File: src/rtl/clk_ctrl_pkg.sv
// Shared types and constants for the CPU clock controller.
// Holds the FSM state encoding, the default divide table and the zero-to-one half-period rule.
package clk_ctrl_pkg;

    typedef enum logic [1:0] {
        StHalt,
        StRun,
        StStep,
        StStop
    } clk_state_e;

    localparam int unsigned DefCntW     = 32;
    localparam int unsigned DefNumRates = 4;
    localparam int unsigned MaxCntW     = 64;

    // Entry 0 is the least-significant slice (10000).
    localparam logic [DefNumRates*DefCntW-1:0] DefDivTable =
        {32'd10000000, 32'd1000000, 32'd100000, 32'd10000};

    // A programmed half-period of 0 would never reach the toggle point, so it runs as 1.
    function automatic logic [MaxCntW-1:0] sat_half(logic [MaxCntW-1:0] val);
        return (val == '0) ? MaxCntW'(1) : val;
    endfunction

endpackage

File: src/rtl/sync_edge.sv
// Two-flop synchroniser followed by a registered rising-edge detector.
// Intended for raw pushbutton inputs; produces a one-cycle pulse per press.
module sync_edge (
    input  logic clk,
    input  logic clr,
    input  logic din,
    output logic pulse
);

    logic sync1_q;
    logic sync2_q;
    logic prev_q;
    logic pulse_q;

    always_ff @(posedge clk or negedge clr) begin
        if (!clr) begin
            sync1_q <= 1'b0;
            sync2_q <= 1'b0;
            prev_q  <= 1'b0;
            pulse_q <= 1'b0;
        end else begin
            sync1_q <= din;
            sync2_q <= sync1_q;
            prev_q  <= sync2_q;
            pulse_q <= sync2_q & ~prev_q;
        end
    end

    assign pulse = pulse_q;

endmodule

File: src/rtl/cpu_clock_ctrl.sv
// Programmable CPU clock divider with free-run, halt and single-step modes.
// Exports the divided clock, edge strobes, a retired-period counter and a busy flag.
module cpu_clock_ctrl
    import clk_ctrl_pkg::*;
#(
    parameter int unsigned                      CNT_W     = DefCntW,
    parameter int unsigned                      NUM_RATES = DefNumRates,
    parameter logic [NUM_RATES*CNT_W-1:0]       DIV_TABLE = DefDivTable
) (
    input  logic                         clk,
    input  logic                         clr,
    input  logic                         run,
    input  logic                         go,
    input  logic [$clog2(NUM_RATES)-1:0] rate_sel,
    output logic                         clk_N,
    output logic                         tick_rise,
    output logic                         tick_fall,
    output logic [CNT_W-1:0]             cycle_cnt,
    output logic                         busy
);

    clk_state_e state_q, state_d;

    logic [CNT_W-1:0] cnt_q, cnt_d;
    logic [CNT_W-1:0] cycle_cnt_q, cycle_cnt_d;
    logic             clk_n_q, clk_n_d;
    logic             tick_rise_q, tick_rise_d;
    logic             tick_fall_q, tick_fall_d;

    logic             go_edge;
    logic [CNT_W-1:0] entry;
    logic [CNT_W-1:0] half;
    logic             stall;
    logic             toggle;
    logic             rise_now;

    sync_edge u_go_sync (
        .clk   (clk),
        .clr   (clr),
        .din   (go),
        .pulse (go_edge)
    );

    assign entry = DIV_TABLE[32'(rate_sel)*CNT_W +: CNT_W];
    assign half  = CNT_W'(sat_half(MaxCntW'(entry)));

    // State register
    always_ff @(posedge clk or negedge clr) begin
        if (!clr) begin
            state_q <= StHalt;
        end else begin
            state_q <= state_d;
        end
    end

    // Next-state logic
    always_comb begin
        state_d = state_q;
        unique case (state_q)
            StHalt: begin
                if (run) begin
                    state_d = StRun;
                end else if (go_edge) begin
                    state_d = StStep;
                end
            end
            StRun: begin
                if (!run) begin
                    state_d = StStop;
                end
            end
            StStep: begin
                if (toggle && clk_n_q) begin
                    state_d = run ? StRun : StHalt;
                end
            end
            StStop: begin
                if (run) begin
                    state_d = StRun;
                end else if (!clk_n_q || toggle) begin
                    state_d = StHalt;
                end
            end
            default: state_d = StHalt;
        endcase
    end

    // FSM outputs. A low phase is never ended by a rise once run has dropped; the counter
    // holds instead, so re-asserting run in STOP resumes without a reload or short phase.
    always_comb begin
        stall  = (state_q == StRun || state_q == StStop) && !run && !clk_n_q;
        toggle = (state_q != StHalt) && !stall && (cnt_q == CNT_W'(1));
        busy   = (state_q != StHalt);
    end

    // Half-period counter, divided clock, strobes and rise counter
    always_comb begin
        cnt_d = cnt_q;
        if (state_q == StHalt) begin
            cnt_d = (state_d != StHalt) ? half : '0;
        end else if (state_d == StHalt) begin
            cnt_d = '0;
        end else if (toggle) begin
            cnt_d = half;
        end else if (!stall) begin
            cnt_d = cnt_q - CNT_W'(1);
        end

        rise_now    = toggle && !clk_n_q;
        clk_n_d     = toggle ? !clk_n_q : clk_n_q;
        tick_rise_d = rise_now;
        tick_fall_d = toggle && clk_n_q;
        cycle_cnt_d = cycle_cnt_q + CNT_W'(rise_now);
    end

    always_ff @(posedge clk or negedge clr) begin
        if (!clr) begin
            cnt_q       <= '0;
            clk_n_q     <= 1'b0;
            tick_rise_q <= 1'b0;
            tick_fall_q <= 1'b0;
            cycle_cnt_q <= '0;
        end else begin
            cnt_q       <= cnt_d;
            clk_n_q     <= clk_n_d;
            tick_rise_q <= tick_rise_d;
            tick_fall_q <= tick_fall_d;
            cycle_cnt_q <= cycle_cnt_d;
        end
    end

    assign clk_N     = clk_n_q;
    assign tick_rise = tick_rise_q;
    assign tick_fall = tick_fall_q;
    assign cycle_cnt = cycle_cnt_q;

endmodule

File: config.mk
export PLATFORM = sky130hd
export DESIGN_NAME = cpu_clock_ctrl
export DESIGN_NICKNAME = d
export VERILOG_FILES = /design/src/rtl/clk_ctrl_pkg.sv /design/src/rtl/sync_edge.sv /design/src/rtl/cpu_clock_ctrl.sv
export SDC_FILE = /design/constraint.sdc
export NUM_CORES = 1
export LEC_CHECK = 0
export ABC_CLOCK_PERIOD_IN_PS = 2900
export BUFFER_PORTS_ARGS = -buffer_cell sky130_fd_sc_hd__buf_2
export CORE_MARGIN = 2
export CORE_UTILIZATION = 53
export DETAILED_ROUTE_END_ITERATION = 7
export HOLD_SLACK_MARGIN = 0.02
export PLACE_DENSITY = 0.75
export SYNTH_ARGS = -nofsm -noshare
export SYNTH_HDL_FRONTEND = slang
export SYNTH_SLANG_ARGS = --single-unit
File: constraint.sdc
create_clock -name clk -period 2.9 [get_ports clk]
set_input_delay 0.435 -clock clk [delete_from_list [all_inputs] [get_ports clk]]
set_output_delay 0.435 -clock clk [all_outputs]
set_load 0.005 [all_outputs]
==> metrics <==
DP HPWL 6430 microns; Synth Instances 409; multi-input logic area 2050 sq um; synthesis-to-finish area growth 20.5%; layout cells sized above 1 24.2%; GRT met3 Usage 5.08%; vias in the first global route 3,121; CTS root buf clkbuf_8; number of buffers created by CTS 9; clock latency on the worst-skew pair 360 ps; fmax 359 MHz; max incr delay on CP 570 ps; delay-heaviest family, CP simple AND/OR/NAND/NOR gates; Power per Cell Area 749 nW/um^2; num ports 42; Slowest cell on crit path or4b_4; Core Util, Final 64.9%; CP Max Fanout 6; Clock Sinks 73; Final Wtd Congestion 0.895; setup violators final 0; Worst slew margin 39.3%; number of synthesized flops with an enable pin 0; Netlist cell types 49; Crit. End Element flip-flop; number of synthesized register bits 73; # nets final 493; RSZ-0062 raised after global routing true; synthesized area per cell 9.39 sq um; post-synthesis cell area 3840 sq um; Worst Path Class, Setup reg2reg; gr ovfl total 0; commonest non-fill, non-tap cells in the layout dfrtp_1 (72), nor2_1 (44), buf_2 (40); gr usage total 24.2%; core area 7140 sq um; most crowded layer after global routing met2; first-pass GRT wire length 14,700 microns; Inst Count DP 562; die width 89.1 microns; Die H 89.1 microns; YS warnings 0; commonest non-fill, non-tap cell in the layout dfrtp_1; FF+latch area 1830 sq um; Reg clk slew, reported paths 90 ps; die area 7950 sq um; WP data required 3150 ps; fin crit period 2790 ps; Antenna Nets Post-Route 0; final hold viol count 0; Max clock buf depth 2; DRT Pass-1 Iters 4; port buffer count 41; vias per cell 5.75; post-synthesis async set-or-reset flop share 100%; Max Cap Viol 0; Peak supply drop 0.410 mV; critical path launch point type flip-flop; run status finished clean; Top cell by count, worst path nor2_4; CP bufs+invs 0; worst clock skew 20.6 ps; Seq/Total Area, Yosys 47.5%; DRC viols 0; Crit path arrival time 3040 ps; initial DRC count 357; Routed WL per cell 15.9 microns; CTS tree done; H-tree Lvls 3; antenna diode count 0; Worst Tran Pin Value 910 ps; Leak 2.18 nW; HP Class in2reg; DRT Wirelength 9250 microns; initial antenna violation count 0; # hold bufs at CTS 0; crit path cell chain nor4_4 -> nand4_1 -> or4b_4 -> nor2_4 -> ha_4 -> ha_4 -> nand2_1 -> nor2_4 -> nand2_2 -> nor2_4 -> nand2_2 -> xnor2_2; largest net degree at the start of global routing 74; final cell count without fillers 582; max-slew violations 0; fill count 596; Starting Density 53.8%; Rows 31; M2 GR Usage 34.8%; Final period util 96.2%; Synth Flop Type dfrtp_1; Via Count 3,344; met1 usage 34.3%; Net Count, Synth 424
-- cells in the mapped netlist, drive strengths merged, types with 3 or more instances --
cell type	count	area [sq um]
dfrtp	73	1830
nor2	49	184
nand2	37	139
xnor2	34	298
a21oi	33	165
nand3	27	153
o21ai	18	90.1
nor3	17	85.1
nor4	12	105
inv	10	37.5
xor2	10	87.6
ha	9	113
and2	8	51.3
and3	6	37.5
buf	6	35.0
or3	6	37.5
nand2b	5	31.3
nand4	5	31.3
a21o	4	30.0
clkbuf	4	15.0
or2	4	25.0
nor2b	3	18.8
-- report_power, final --
group	internal, W	switching [W]	leakage [nW]
Combinational	0.000549	0.000800	1.12
Clock	0.000326	0.000431	0.0888
Sequential	0.00118	0.000186	0.975
-- per-stage QoR --
step           total power (W)  hold WS (ps)  cell area, sq um  TNS [ps]  setup WS [ps]
2_1_floorplan          0.00221           139              3870         0           6.20
3_3_place_gp           0.00262           339              4330         0           68.5
3_5_place_dp           0.00266           343              4330     -11.0          -11.0
4_1_cts                0.00342           164              4530         0           32.8
5_1_grt                0.00368           164              4630      -637           -106
6_report               0.00347           179              4630         0            111
-- worst paths after layout --
kind | startpoint | endpoint | slack (ps) | cells after the start
max | cnt_q[3] | cycle_cnt[26] | 110 | 12
max in group asynchronous | clr | cnt_q[3] | 2100 | 1
max reg2reg | cnt_q[3] | cycle_cnt[26] | 110 | 12
min in group asynchronous | clr | cnt_q[3] | 190 | 1
min reg2reg | u_go_sync.sync1_q | u_go_sync.sync2_q | 360 | 0
min | go | u_go_sync.sync1_q | 180 | 1
-- metal layers --
| metal | wire length [microns] | vias to the layer above |
|---|---|---|
| met3 | 727 | 19 |
| li1 | - | 1579 |
| met5 | 0 | - |
| met2 | 4310 | 136 |
| met1 | 3990 | 1610 |
| met4 | 234 | 0 |
-- sequential cells by signal, summed over array words and instances, names as in the netlist --
name	cells
u_go_sync.sync2_q	1
tick_rise	1
state_q	2
clk_N	1
u_go_sync.prev_q	1
tick_fall	1
cycle_cnt	32
u_go_sync.pulse	1
cnt_q	32
u_go_sync.sync1_q	1
-- area by class of cell --
class                           instances  area share, %
Multi-Input combinational cell        316           44.2
Sequential cell                        73           39.5
Timing Repair Buffer                   68           8.86
Clock buffer                            9           2.67
Tap cell                               99           2.67
Clock inverter                          7           1.32
Inverter                               10          0.810
-- cell families (layout without fill, tap and decap cells) --
group,count (synthesis),in the layout,share of synthesized area (%)
xor gates and xnor gates,44,44,10.0
AOI/OAI and AO/OA,76,76,12.0
buffers and inverters,20,94,2.28
DFF,73,73,47.5
adders and majority gates,9,9,2.93
and+or+nand+nor,187,187,25.2
-- repair_timing --
item,4_1_cts,5_1_grt
gates resized for setup,2,14
pin swaps,0,10
setup buffers,0,4
endpoints found under the setup margin,4,17
endpoints found under the hold margin,0,0
No activity file was read; power rests on OpenSTA's default activity.
